[src/rtl/video_mode_pkg.sv]
// ----------------------------------------------------------------------------
// video_mode_pkg
// Shared types and constants for the Dreamcast capture mode sequencer:
//   - controller state encoding
//   - mode_id codes reported to the scaler / HDMI side
//   - signature and watchdog widths
//   - mode decode helper
// ----------------------------------------------------------------------------
package video_mode_pkg;

    typedef enum logic [1:0] {
        ST_NOSIG   = 2'd0,
        ST_ACQUIRE = 2'd1,
        ST_SCAN    = 2'd2,
        ST_LOCKED  = 2'd3
    } state_t;

    localparam logic [2:0] MODE_480I = 3'd0;
    localparam logic [2:0] MODE_240P = 3'd1;
    localparam logic [2:0] MODE_576I = 3'd2;
    localparam logic [2:0] MODE_288P = 3'd3;
    localparam logic [2:0] MODE_VGA  = 3'd4;

    localparam int unsigned SIG_W     = 15;
    localparam int unsigned TIMEOUT_W = 27;

    // Without the line doubler the source is VGA; otherwise the PAL and
    // add_line flags map directly onto the 480i/240p/576i/288p codes.
    function automatic logic [2:0] decode_mode(input logic line_doubler,
                                               input logic is_pal,
                                               input logic add_line);
        if (!line_doubler) begin
            return MODE_VGA;
        end
        return {1'b0, is_pal, add_line};
    endfunction

endpackage

[src/rtl/frame_watchdog.sv]
// ----------------------------------------------------------------------------
// frame_watchdog
// Detects falling edges of the raw active-low vsync, produces a one-cycle
// delayed frame tick, and flags loss of signal when no edge is seen for
// TIMEOUT_CYCLES clocks.
//
// Ports:
//   i_clk      capture clock
//   i_rst_n    asynchronous active-low reset
//   i_vsync_n  raw active-low vsync, synchronous to i_clk
//   i_enable   allow the timeout flag (deasserted while already in no-signal)
//   o_tick_d   vsync falling edge delayed by one cycle
//   o_timeout  one-cycle loss-of-signal indication (combinational)
// ----------------------------------------------------------------------------
module frame_watchdog
    import video_mode_pkg::*;
#(
    parameter int unsigned TIMEOUT_CYCLES = 108_000_000
) (
    input  logic i_clk,
    input  logic i_rst_n,
    input  logic i_vsync_n,
    input  logic i_enable,
    output logic o_tick_d,
    output logic o_timeout
);

    localparam logic [TIMEOUT_W-1:0] LP_CNT_MAX  = TIMEOUT_W'(TIMEOUT_CYCLES);
    localparam logic [TIMEOUT_W-1:0] LP_CNT_LAST = TIMEOUT_W'(TIMEOUT_CYCLES - 1);

    logic                 r_vsync_q;
    logic                 r_tick_d;
    logic [TIMEOUT_W-1:0] r_count;
    logic                 w_edge;

    assign w_edge = r_vsync_q & ~i_vsync_n;

    always_ff @(posedge i_clk or negedge i_rst_n) begin
        if (!i_rst_n) begin
            r_vsync_q <= 1'b0;
            r_tick_d  <= 1'b0;
            r_count   <= '0;
        end else begin
            r_vsync_q <= i_vsync_n;
            r_tick_d  <= w_edge;
            if (w_edge) begin
                r_count <= '0;
            end else if (r_count != LP_CNT_MAX) begin
                r_count <= r_count + 1'b1;
            end
        end
    end

    // The counter saturates one past the last value, so the flag fires once
    // per silence period; an edge in the same cycle suppresses it.
    assign o_tick_d  = r_tick_d;
    assign o_timeout = i_enable & ~w_edge & (r_count == LP_CNT_LAST);

endmodule

[src/rtl/video_mode_ctrl.sv]
// ----------------------------------------------------------------------------
// video_mode_ctrl
// Sequences the capture datapath: chooses generated vs live timing, holds the
// HDMI side in reset until the video mode is stable for LOCK_FRAMES frames,
// then runs a SCAN_FRAMES-long non-black-pixel scan to produce a crop window.
//
// Ports:
//   clock                  capture clock shared with the datapath
//   reset                  asynchronous active-low reset
//   _vsync                 raw active-low vsync
//   timing_info            {raw_counterX, raw_counterY}
//   add_line/is_pal/resync mode status from the datapath
//   line_doubler_cfg       user line-doubler setting
//   rescan_req             single-cycle crop rescan request
//   non_black_pos1/2       scan results from the datapath
//   line_doubler           registered line_doubler_cfg
//   generate_timing        forces free-running timing in the datapath
//   non_black_pixel_reset  one-cycle scan clear pulse
//   output_hold            holds the HDMI side in reset
//   mode_valid / mode_id   locked mode indication and code
//   crop_start/crop_end    crop window, crop_valid marks a real scan result
// ----------------------------------------------------------------------------
module video_mode_ctrl
    import video_mode_pkg::*;
#(
    parameter int unsigned LOCK_FRAMES    = 4,
    parameter int unsigned SCAN_FRAMES    = 8,
    parameter int unsigned TIMEOUT_CYCLES = 108_000_000
) (
    input  logic        clock,
    input  logic        reset,
    input  logic        _vsync,
    input  logic [23:0] timing_info,
    input  logic        add_line,
    input  logic        is_pal,
    input  logic        resync,
    input  logic        line_doubler_cfg,
    input  logic        rescan_req,
    input  logic [11:0] non_black_pos1,
    input  logic [11:0] non_black_pos2,
    output logic        line_doubler,
    output logic        generate_timing,
    output logic        non_black_pixel_reset,
    output logic        output_hold,
    output logic        mode_valid,
    output logic [2:0]  mode_id,
    output logic [11:0] crop_start,
    output logic [11:0] crop_end,
    output logic        crop_valid
);

    localparam logic [3:0] LP_LOCK_LAST = 4'(LOCK_FRAMES - 1);
    localparam logic [3:0] LP_LOCK_DONE = 4'(LOCK_FRAMES);
    localparam logic [7:0] LP_SCAN_LAST = 8'(SCAN_FRAMES - 1);

    state_t           r_state;
    logic [SIG_W-1:0] r_sig_prev;
    logic [3:0]       r_stable_cnt;
    logic [7:0]       r_frame_cnt;
    logic             r_line_doubler;
    logic             r_generate_timing;
    logic             r_nbp_reset;
    logic             r_output_hold;
    logic             r_mode_valid;
    logic [2:0]       r_mode_id;
    logic [11:0]      r_crop_start;
    logic [11:0]      r_crop_end;
    logic             r_crop_valid;

    logic             w_tick_d;
    logic             w_timeout;
    logic [SIG_W-1:0] w_sig;
    logic             w_match;
    logic             w_drop;
    logic             w_non_black;
    logic             w_unused_counter_x;

    // raw_counterX does not take part in the frame signature.
    assign w_unused_counter_x = ^timing_info[23:12];

    frame_watchdog #(
        .TIMEOUT_CYCLES(TIMEOUT_CYCLES)
    ) u_watchdog (
        .i_clk     (clock),
        .i_rst_n   (reset),
        .i_vsync_n (_vsync),
        .i_enable  (r_state != ST_NOSIG),
        .o_tick_d  (w_tick_d),
        .o_timeout (w_timeout)
    );

    assign w_sig       = {r_line_doubler, is_pal, add_line, timing_info[11:0]};
    assign w_match     = (w_sig == r_sig_prev) && !resync;
    assign w_drop      = w_tick_d && !w_match &&
                         ((r_state == ST_SCAN) || (r_state == ST_LOCKED));
    assign w_non_black = (non_black_pos1 <= non_black_pos2);

    // Priority: timeout, then loss of lock (mismatch), then rescan, then the
    // per-state frame counting.
    always_ff @(posedge clock or negedge reset) begin
        if (!reset) begin
            r_state           <= ST_NOSIG;
            r_sig_prev        <= '0;
            r_stable_cnt      <= '0;
            r_frame_cnt       <= '0;
            r_line_doubler    <= 1'b0;
            r_generate_timing <= 1'b1;
            r_nbp_reset       <= 1'b0;
            r_output_hold     <= 1'b1;
            r_mode_valid      <= 1'b0;
            r_mode_id         <= MODE_480I;
            r_crop_start      <= '0;
            r_crop_end        <= '0;
            r_crop_valid      <= 1'b0;
        end else begin
            r_line_doubler <= line_doubler_cfg;
            r_nbp_reset    <= 1'b0;
            if (w_tick_d) begin
                r_sig_prev <= w_sig;
            end

            if (w_timeout) begin
                r_state           <= ST_NOSIG;
                r_stable_cnt      <= '0;
                r_frame_cnt       <= '0;
                r_generate_timing <= 1'b1;
                r_output_hold     <= 1'b1;
                r_mode_valid      <= 1'b0;
                r_crop_valid      <= 1'b0;
            end else if (w_drop) begin
                r_state       <= ST_ACQUIRE;
                r_stable_cnt  <= '0;
                r_frame_cnt   <= '0;
                r_output_hold <= 1'b1;
                r_mode_valid  <= 1'b0;
                r_crop_valid  <= 1'b0;
            end else begin
                unique case (r_state)
                    ST_NOSIG: begin
                        if (w_tick_d) begin
                            r_state           <= ST_ACQUIRE;
                            r_generate_timing <= 1'b0;
                            r_stable_cnt      <= '0;
                        end
                    end
                    ST_ACQUIRE: begin
                        if (w_tick_d) begin
                            if (!w_match) begin
                                r_stable_cnt <= '0;
                            end else if (r_stable_cnt == LP_LOCK_LAST) begin
                                r_stable_cnt  <= LP_LOCK_DONE;
                                r_frame_cnt   <= '0;
                                r_mode_id     <= decode_mode(r_line_doubler, is_pal, add_line);
                                r_mode_valid  <= 1'b1;
                                r_output_hold <= 1'b0;
                                r_nbp_reset   <= 1'b1;
                                r_state       <= ST_SCAN;
                            end else begin
                                r_stable_cnt <= r_stable_cnt + 1'b1;
                            end
                        end
                    end
                    ST_SCAN: begin
                        if (w_tick_d) begin
                            if (r_frame_cnt == LP_SCAN_LAST) begin
                                r_frame_cnt <= '0;
                                r_state     <= ST_LOCKED;
                                if (w_non_black) begin
                                    r_crop_start <= non_black_pos1;
                                    r_crop_end   <= non_black_pos2;
                                    r_crop_valid <= 1'b1;
                                end else begin
                                    r_crop_start <= '0;
                                    r_crop_end   <= '0;
                                    r_crop_valid <= 1'b0;
                                end
                            end else begin
                                r_frame_cnt <= r_frame_cnt + 1'b1;
                            end
                        end
                    end
                    ST_LOCKED: begin
                        if (rescan_req) begin
                            r_nbp_reset <= 1'b1;
                            r_frame_cnt <= '0;
                            r_state     <= ST_SCAN;
                        end
                    end
                    default: begin
                        r_state <= ST_NOSIG;
                    end
                endcase
            end
        end
    end

    assign line_doubler          = r_line_doubler;
    assign generate_timing       = r_generate_timing;
    assign non_black_pixel_reset = r_nbp_reset;
    assign output_hold           = r_output_hold;
    assign mode_valid            = r_mode_valid;
    assign mode_id               = r_mode_id;
    assign crop_start            = r_crop_start;
    assign crop_end              = r_crop_end;
    assign crop_valid            = r_crop_valid;

endmodule

[config.mk]
export PLATFORM = sky130hd
export DESIGN_NAME = video_mode_ctrl
export DESIGN_NICKNAME = d
export VERILOG_FILES = /design/src/rtl/video_mode_pkg.sv /design/src/rtl/frame_watchdog.sv /design/src/rtl/video_mode_ctrl.sv
export SDC_FILE = /design/constraint.sdc
export NUM_CORES = 1
export LEC_CHECK = 0
export BUFFER_PORTS_ARGS = -buffer_cell sky130_fd_sc_hd__clkbuf_2
export CAP_MARGIN = 25
export CORE_MARGIN = 2
export CORE_UTILIZATION = 30
export CTS_BUF_LIST = sky130_fd_sc_hd__clkbuf_8
export DETAILED_ROUTE_END_ITERATION = 8
export GPL_TIMING_DRIVEN = 0
export MAX_ROUTING_LAYER = met4
export PLACE_DENSITY = 0.46
export SLEW_MARGIN = 40
export SYNTH_ARGS = -nofsm -noshare
export SYNTH_HDL_FRONTEND = slang
export SYNTH_SLANG_ARGS = --single-unit
[constraint.sdc]
create_clock -name clock -period 2.3 [get_ports clock]
set_input_delay 0.23 -clock clock [delete_from_list [all_inputs] [get_ports clock]]
set_output_delay 0.23 -clock clock [all_outputs]
set_load 0.03 [all_outputs]
**Word level (Yosys, flattened, before mapping)**

Cells that the tools add are included.

- Register bits: 91
- Output and inout port bits: 33
- Logic and storage cells: 138

- Add/subtract/negate cells: 3
- Order comparisons: 1
- Equality and inequality tests: 16
- Mux-type cells: 68
- Bitwise gates (word level): 7
- Reduce and logical (&&, ||, !) cells: 27

Operator list:

| cell | count |
|---|---|
| two-way mux 8 bit | 8 |
| two-way mux 27 bit | 2 |
| two-way mux 1 bit | 35 |
| adder 27 x 1 -> 27 bit (second input constant) | 1 |
| equality test 27 bit (second input constant) | 1 |
| inequality test 27 bit (second input constant) | 1 |
| two-way mux 12 bit | 2 |
| two-way mux 4 bit | 6 |
| case mux 8 bit (3 select lines) | 1 |
| two-way mux 2 bit | 9 |
| nonzero test 3 bit | 6 |
| inequality test 4 x 2 -> 1 bit (second input constant) | 4 |
| equality test 15 bit | 1 |
| less-or-equal comparator 12 bit | 1 |
| inequality test 4 x 3 -> 1 bit (second input constant) | 3 |
| AND reduction 6 bit | 2 |
| AND reduction 3 bit | 3 |
| adder 8 x 1 -> 8 bit (second input constant) | 1 |
| equality test 8 x 3 -> 1 bit (second input constant) | 1 |
| case mux 2 bit (4 select lines) | 1 |
| case mux 4 bit (2 select lines) | 1 |
| nonzero test 2 bit | 4 |
| AND reduction 7 bit | 1 |
| two-way mux 3 bit | 2 |
| 16 further kinds | 25 |

**Logic depth before layout (Yosys ltp)**

Gate-level depths: netlist (run 1).

- Word-level depth: 8
- Mapped depth: 10
- Depth with buffers taken out: 9

**By module**

From an unflattened synthesis (run 1), not the netlist that was laid out.

- Cell total of the unflattened synthesis: 479
- Area total of the unflattened synthesis: 4805.9 µm²

Modules (own cells, without submodules):

| module | times used | cells an instance | area an instance (µm²) |
|---|---|---|---|
| video_mode_ctrl | 1 | 325 | 3288.2 |
| frame_watchdog | 1 | 154 | 1517.7 |

**Least setup slack after synthesis (run 1)**

OpenSTA, ideal clock, no wires.

- Kind: flip-flop to flip-flop
- Start point: reg u_watchdog.r_count[20]
- End point: reg r_frame_cnt[7]
- Library setup time: 87 ps
- Arrival time: 2277 ps
- Required time: 2213 ps
- Path slack: -64 ps
- Cell stages (with the launch flop): 9
- Path through: dfrtp_1 -> or4bb_1 -> nor3_1 -> and4_1 -> buf_2 -> o21ai_2 -> o2bb2ai_2 -> or4_1 -> o211ai_1

- Cells in the longest elaborated chain, start to end: 4
- Elaborated cells on any way between the ends: 10

RTL lines:

| what | RTL line | source |
|---|---|---|
| start: declaration | frame_watchdog.sv:33 | `logic [TIMEOUT_W-1:0] r_count;` |
| start signal: assignment | frame_watchdog.sv:49 | `r_count <= r_count + 1'b1;` |
| equality test 27 bit (*) | frame_watchdog.sv:57 | `assign o_timeout = i_enable & ~w_edge & (r_count == LP_CNT_LAST);` |
| AND 1 bit (*) | frame_watchdog.sv:57 |  |
| inequality test 4 x 2 -> 1 bit (no source line) (tied with other cells) | -- |  |
| AND reduction 6 bit (no source line) | -- |  |
| end signal: assignment | video_mode_ctrl.sv:178 | `r_frame_cnt <= r_frame_cnt + 1'b1;` |
| end: declaration | video_mode_ctrl.sv:59 | `logic [7:0] r_frame_cnt;` |

Every way passes the cells marked *; elsewhere a longest branch is shown, timed or not.
A chain may end at the register's enable or synchronous reset.

**Worst setup path in the final report (run 1)**

- Start point: reg r_frame_cnt[0]
- End point: reg r_crop_valid (netlist: crop_valid)

- Cells in the longest elaborated chain, start to end: 3

RTL lines:

| what | RTL line | source |
|---|---|---|
| equality test 8 x 3 -> 1 bit | video_mode_ctrl.sv:165 | `if (r_frame_cnt == LP_SCAN_LAST) begin` |
| nonzero test 3 bit (no source line) | -- |  |
| AND reduction 3 bit (no source line) | -- |  |
| end signal: assignment | video_mode_ctrl.sv:136 | `r_crop_valid <= 1'b0;` |
| end signal: assignment | video_mode_ctrl.sv:171 | `r_crop_valid <= 1'b1;` |
| end signal: assignment | video_mode_ctrl.sv:175 | `r_crop_valid <= 1'b0;` |
| end: declaration | video_mode_ctrl.sv:68 | `logic r_crop_valid;` |

Every way passes these cells.

==> impl_results.md, run 1 <==
- Endpoints failing setup: 33
- Filler cells: 1508
- Final hold viol count: 0
- Origin of the worst min-delay path: non_black_pos1[1]
- Sequential element share of the synthesized area: 50.3%
- Syn. warnings: 0
- Setup_tns: -1810 ps
- Setup ws final: -89.9 ps
- Yosys top cell area share: 49.1%
- Dominant cells by area after synthesis: dfrtp_1 (49%), a22o_1 (4.6%), ha_1 (4.4%), mux2_2 (3.7%), xor2_1 (3.7%)
- FF+latch count, synth: 91
- Failing checks: negative setup slack
- Critical Path Start: r_frame_cnt[0]
- Rel. slew slack: 56.4%
- DRC: 0
- Initial detailed-routing violation count: 128
- CTS tree: yes
- Post-synth top area cell: dfrtp_1
- VDD IR max: 0.249 mV
- Critical-path cell list: ha_1 -> nand2_1 -> nor4_2 -> inv_1 -> o21ai_0 -> nand3_1 -> a31o_4
- Classification of the worst setup path: reg2reg
- Unrepaired setup endpoints after global routing: yes
- CORE AREA: 14600 µm²
- Worst-Margin Slew: 653 ps
- Instance count on the critical path: 7
- Nets: 622
- Pwr dens: 555 nW/µm²
- Width of the chip: 127 µm
- Largest net degree at the start of global routing: 50
- Num CTS Buffers: 9
- Syn_nets: 507
- Cell variety after synth: 51
- Post-Route WL: 11100 µm
- Vias in the first global route: 3632
- Startpoint class of the critical path: flop
- Max Cap Viol: 0
- Initial core utilization: 31.0%
- Routed vias: 3627
- Fin crit share: 104%
- Area grow syn2layout: 29.6%
- Most common flop cell mapped by yosys: dfrtp_1
- WHS: 83.1 ps
- Total Power: 3260 µW
- Worst r2r src: r_frame_cnt[0]
- Worst-Skew Late Latency: 380 ps
- H-tree levels: 3
- I/O pins: 89
- Mean post-synth cell area: 10.4 µm²
- Worst Hold Path Cells: 2
- Final min period: 2390 ps
- Worst setup EP type: flop
- Initial antenna violation count: 0
- Syn Std Cell Area: 4530 µm²
- Worst Path Max Fanout: 4
- Dpl hpwl: 7550 µm
- Diodes inserted: 0
- Placer congestion estimate: 0.822
- Count of input and output buffers: 76
- Worst min path class: in2reg
- Clock root buffer: clkbuf_8
- Clk slew on worst S/H paths: 100 ps
- Final slew viol count: 0
- Leak: 0.00274 µW
- Mapped Cells: 435
- Post-synth EDFFs: 0
- Worst r2r path cells: 7
- Share of layout cells above drive strength 1: 31.5%
- Die area: 16100 µm²
- Post-layout util: 40.1%
- GRT Total Usage: 14.5%
- ANT nets after route: 0
- Total gr overflow: 0
- Die Y: 127 µm
- CP required: 2590 ps
- CP delay by family, top: simple AND/OR/NAND/NOR gates
- Num rows: 44
- Crit-path slowest cell: nor4_2
- Async set-or-reset flop fraction in the synthesized netlist: 100%
- Critical path arrival: 2680 ps
- Count leader, synth: dfrtp_1
- CP bufs+invs: 1
- Clock buffer depth: 2
- Crit-path max cell delay: 570 ps
- Clock Sinks: 91
- Pre-antenna DRT Iters: 4
- Clk_skew: 14.8 ps
- Vias per std cell: 4.91
- Most frequent cells after synthesis: dfrtp_1 (89), nor2_1 (42), inv_1 (29), nand2_1 (26), a22o_1 (24)
- Routed length per instance: 15.0 µm
- Max Clk Rate: 418 MHz
- First-pass GRT wire length: 18200 µm
- Outcome: complete, but fails checks
[through the flow]
stage | instances | worst slack, ps | area (µm²)
floorplan | 435 | -30.2 | 4570
global placement | 695 | -371 | 5180
detailed placement | 696 | -371 | 5220
CTS | 734 | -144 | 5700
global route | 739 | -199 | 5870
finish | 739 | -89.9 | 5870
[worst reg2reg max path, delay by kind of cell, from the launching register on]
family	cells	cell delay (ps)
simple gates	3	820
compound gates	2	510
flops	1	490
fa+ha+maj	1	260
buf+inv	1	200
[cells in the final DEF, fill, tap and decap left out, types with 3 or more instances in the layout]
master / instances
dfrtp_1: 89
clkbuf_2: 75
nor2_1: 39
inv_1: 29
nand2_1: 24
a22o_1: 24
nand3_1: 22
buf_4: 20
xor2_1: 19
xnor2_1: 16
ha_1: 16
mux2_2: 15
a21oi_1: 13
o21ai_0: 12
nand4_1: 11
buf_6: 11
clkbuf_8: 10
nor3_1: 7
or3_1: 7
o21a_1: 5
and4_1: 4
o211ai_1: 4
o21ai_1: 4
or4_1: 4
clkbuf_1: 3
nor3_2: 3
a21oi_2: 3
dlygate4sd3_1: 3
[sequential cells by signal, summed over array words and instances, names as in the netlist]
signal / flops
mode_id: 3
r_state: 2
r_sig_prev: 15
u_watchdog.o_tick_d: 1
non_black_pixel_reset: 1
crop_valid: 1
r_stable_cnt: 4
crop_start: 12
u_watchdog.r_count: 27
r_frame_cnt: 8
generate_timing: 1
u_watchdog.r_vsync_q: 1
mode_valid: 1
crop_end: 12
line_doubler: 1
output_hold: 1
[power by group]
group | leakage [µW] | internal [µW] | total, µW | switching (µW)
Combinational | 0.00144 | 175 | 355 | 180
Sequential | 0.00119 | 1670 | 1730 | 68.5
Clock | 0.000102 | 521 | 1170 | 647
Total | 0.00274 | 2360 | 3260 | 896
[worst paths after layout]
check | endpoint | slack, ps
worst max-delay path | crop_valid | -90
worst min-delay path | crop_start[1] | 80
worst max register to register | crop_valid | -90
worst min register to register | mode_id[1] | 500
max in group asynchronous | output_hold | 1310
min in group asynchronous | u_watchdog.r_count[6] | 350
[routing by layer]
metal	global-route usage (%)	up-vias	part of all wire, %
met5	-	-	0
met4	5.75	0	1.9
met3	2.91	15	3.3
met2	21.6	57	47
met1	19.4	1782	48
li1	-	1773	-
[final cells by class]
cell class	count	area, µm²	share of cell area, %
Timing Repair Buffer	108	701	11.9
Inverter	29	109	1.85
Buffer	10	78.8	1.34
Tap cell	184	230	3.92
Clock buffer	9	124	2.11
Multi-Input combinational cell	301	2270	38.6
Sequential cell	91	2280	38.8
Clock inverter	7	83.8	1.43
[cells by family (layout without fill, tap and decap cells)]
kind of cell               after synthesis  count (layout)  synth area share [%]
AOI/OAI and AO/OA                       84              84                  13.3
xor gates and xnor gates                35              35                  6.76
adders and majority gates               16              16                  4.41
buffers and inverters                   43             163                  3.81
DFF                                     91              91                  50.3
muxes                                   17              17                  4.17
and+or+nand+nor                        149             149                  17.3
[repair_timing]
| item | 4_1_cts | 5_1_grt |
|---|---|---|
| endpoints found under the hold margin | 44 | 0 |
| setup endpoints to repair | 43 | 52 |
| gates cloned | 1 | 1 |
| buffers inserted | 18 | 8 |
| resized for setup | 23 | 25 |
| pin swaps | 16 | 17 |
| hold buffers | 3 | 0 |
(Power assumes the default switching activity.)
==> run 2, diff against run 1 <==
--- a/config.mk
+++ b/config.mk
@@ -14,6 +14,7 @@
 export GPL_TIMING_DRIVEN = 0
 export MAX_ROUTING_LAYER = met4
 export PLACE_DENSITY = 0.46
+export SKIP_LAST_GASP = 1
 export SLEW_MARGIN = 40
 export SYNTH_ARGS = -nofsm -noshare
 export SYNTH_HDL_FRONTEND = slang
==> run 2 against run 1 <==
- the run still ends with negative setup slack left
- register-to-register slack hardly changed
- worst setup slack better by 3.5 ps
- sequential cell count stayed put
- global-route usage stayed put
==> impl_results.md, run 2 (synthesized netlist as in run 1, its figures left out) <==
- Vias in the first global route: 3632 (unchanged)
- Fin crit share: 104% (about the same)
- Endpoints failing setup: 32 (was 33)
- Layout Cells excl Fill: 739 (unchanged)
- Setup ws final: -86.4 ps (was -89.9 ps)
- Worst-Skew Late Latency: 380 ps (about the same)
- Reg power frac: 53.3% (was 53.2%)
- Final slew viol count: 0 (unchanged)
- Wire length on met2: 5200 µm (was 5190 µm)
- Width of the chip: 127 µm (unchanged)
- Largest regs: u_watchdog.r_count x27, r_sig_prev x15 (unchanged)
- DR top layer: met4 (unchanged)
- Nets: 622 (unchanged)
- Filler cells: 1510 (was 1508)
- Net switching power: 895 µW (was 896 µW)
- Vias per std cell: 4.92 (was 4.91)
- Rel. slew slack: 56.4% (about the same)
- Outcome: complete, but fails checks (unchanged)
- VDD IR max: 0.249 mV (about the same)
- Initial antenna violation count: 0 (unchanged)
- Most common cell after layout, fill and taps aside: dfrtp_1 (unchanged)
- Num rows: 44 (unchanged)
- Failing checks: negative setup slack (unchanged)
- Placer congestion estimate: 0.822 (unchanged)
- Final min period: 2390 ps (about the same)
- CP delay by family, top: simple AND/OR/NAND/NOR gates (unchanged)
- Startpoint class of the critical path: flop (unchanged)
- Classification of the worst setup path: reg2reg (unchanged)
- Placed Cells incl. Taps: 696 (unchanged)
- Num CTS Buffers: 9 (unchanged)
- CP bufs+invs: 1 (unchanged)
- Routed vias: 3639 (was 3627)
- Origin of the worst min-delay path: non_black_pos1[1] (unchanged)
- Setup WS pre-CTS: -371 ps (unchanged)
- Clock Sinks: 91 (unchanged)
- CTS tree: yes (unchanged)
- Largest net degree at the start of global routing: 50 (unchanged)
- Worst r2r src: r_frame_cnt[0] (unchanged)
- Clock power frac: 35.8% (was 35.9%)
- I/O pins: 89 (unchanged)
- Dpl hpwl: 7550 µm (unchanged)
- Worst r2r path cells: 7 (unchanged)
- Multi-input logic area: 2260 µm² (was 2270 µm²)
- Unrepaired setup endpoints after global routing: yes (unchanged)
- CP required: 2590 ps (about the same)
- Metal3 WL: 384 µm (was 362 µm)
- H-tree levels: 3 (unchanged)
- Area grow syn2layout: 29.5% (was 29.6%)
- Routed length per instance: 15.0 µm (about the same)
- Crit-path slowest cell: nor4_2 (unchanged)
- Worst min path class: in2reg (unchanged)
- Clock root buffer: clkbuf_8 (unchanged)
- Count of input and output buffers: 76 (unchanged)
- Met1 Wirelength: 5290 µm (was 5310 µm)
- DRC: 0 (unchanged)
- Final hold viol count: 0 (unchanged)
- Share of layout cells above drive strength 1: 31.4% (was 31.5%)
- Hold EP: crop_start[1] (unchanged)
- Worst Hold Path Cells: 2 (unchanged)
- Clk slew on worst S/H paths: 100 ps (about the same)
- Switching part of the total: 27.5% (about the same)
- Worst Path Max Fanout: 4 (unchanged)
- Clk_skew: 14.8 ps (about the same)
- Critical path arrival: 2670 ps (was 2680 ps)
- CORE AREA: 14600 µm² (unchanged)
- Worst-Margin Slew: 654 ps (was 653 ps)
- GRT Total Usage: 14.5% (unchanged)
- Max Cap Viol: 0 (unchanged)
- Critical-path cell list: ha_1 -> nand2_1 -> nor4_2 -> inv_1 -> o21ai_0 -> nand3_1 -> a31o_4 (unchanged)
- Post-Route WL: 11100 µm (about the same)
- Die Y: 127 µm (unchanged)
- Max reg flops: 27 (unchanged)
- Worst setup EP type: flop (unchanged)
- Clock buffer depth: 2 (unchanged)
- Leak: 0.00274 µW (about the same)
- Reg2Reg Setup Slack: -90 ps (about the same)
- Comb power frac: 10.9% (about the same)
- Pwr dens: 555 nW/µm² (about the same)
- Reg with most FFs: u_watchdog.r_count (unchanged)
- Worst r2r dst: crop_valid (unchanged)
- First-pass GRT wire length: 18200 µm (unchanged)
- Max Clk Rate: 419 MHz (was 418 MHz)
- Die area: 16100 µm² (unchanged)
- Internal cell power: 2360 µW (unchanged)
- Pre-antenna DRT Iters: 4 (unchanged)
- ANT nets after route: 0 (unchanged)
- Total gr overflow: 0 (unchanged)
- Commonest non-fill, non-tap cells in the layout: dfrtp_1 (89), clkbuf_2 (75), nor2_1 (39) (unchanged)
- Initial core utilization: 31.0% (unchanged)
- Total area of sequential cells: 2280 µm² (unchanged)
- Crit-path max cell delay: 570 ps (about the same)
- Diodes inserted: 0 (unchanged)
- Initial detailed-routing violation count: 142 (was 128)
==> run 2: cell types whose count changed in the layout (fill, tap and decap cells not counted) <==
cell / delta
a21oi_1: +1
a21oi_2: -1
==> run 2: worst max path at each step <==
stage / start / endpoint / depth (start not counted)
floorplan: r_sig_prev[6] / r_frame_cnt[7] / 7
global placement: u_watchdog.r_count[20] / r_frame_cnt[3] / 8
detailed placement: u_watchdog.r_count[20] / r_frame_cnt[3] / 8
CTS: r_sig_prev[6] / r_frame_cnt[5] / 8
global route: u_watchdog.r_count[24] / r_state[0] / 9
finish: r_frame_cnt[0] / crop_valid / 7
==> run 2: power groups by stage <==
stage               combinational [µW]  clock [µW]  sequential (µW)
finish                             355        1170             1740
global route                       405        1290             1750
CTS                                361        1220             1740
detailed placement                 347           0             1770
global placement                   333           0             1760
floorplan                          209           0             1750
==> run 2: routing by layer <==
metal  vias up  GRT usage, %
li1       1774             -
met1      1791          19.4
met2        59          21.6
met3        15          2.91
met4         0          5.75
met5         -             -
==> run 2: layout make-up <==
class                   instances  share of cell area [%]
well taps                     184                    3.92
clock buffers                   9                    2.11
repair buffers                108                    11.9
clock inverters                 7                    1.43
plain buffers                  10                    1.34
inverters                      29                    1.85
multi-input cells             301                    38.6
flip-flops and latches         91                    38.8
==> run 2: per-stage QoR <==
step                      utilization (%)  area [µm²]  hold slack (ps)  TNS, ps  power, µW
final                                40.1        5870             83.7    -1460       3260
after global routing                 40.1        5870             61.3    -5880       3450
after CTS                            38.9        5700             62.1    -3930       3310
after detailed placement             35.6        5220              205   -11780       2110
after global placement               35.4        5180              340   -31190       2100
after floorplan                         -        4570            -65.6     -106       1960
==> run 2: worst register-to-register path: stages (launching register included) <==
cell     delay [ps]
dfrtp_1         490
ha_1            260
nand2_1         130
nor4_2          570
inv_1           200
o21ai_0         240
nand3_1         120
a31o_4          270
==> run 2: what timing repair did <==
action | 4_1_cts | 5_1_grt
hold endpoints to repair | 44 | 0
hold buffers | 3 | 0
setup endpoints to repair | 43 | 52
pin swaps | 16 | 16
gates resized for setup | 23 | 24
buffers inserted | 18 | 8
cloned | 1 | 1
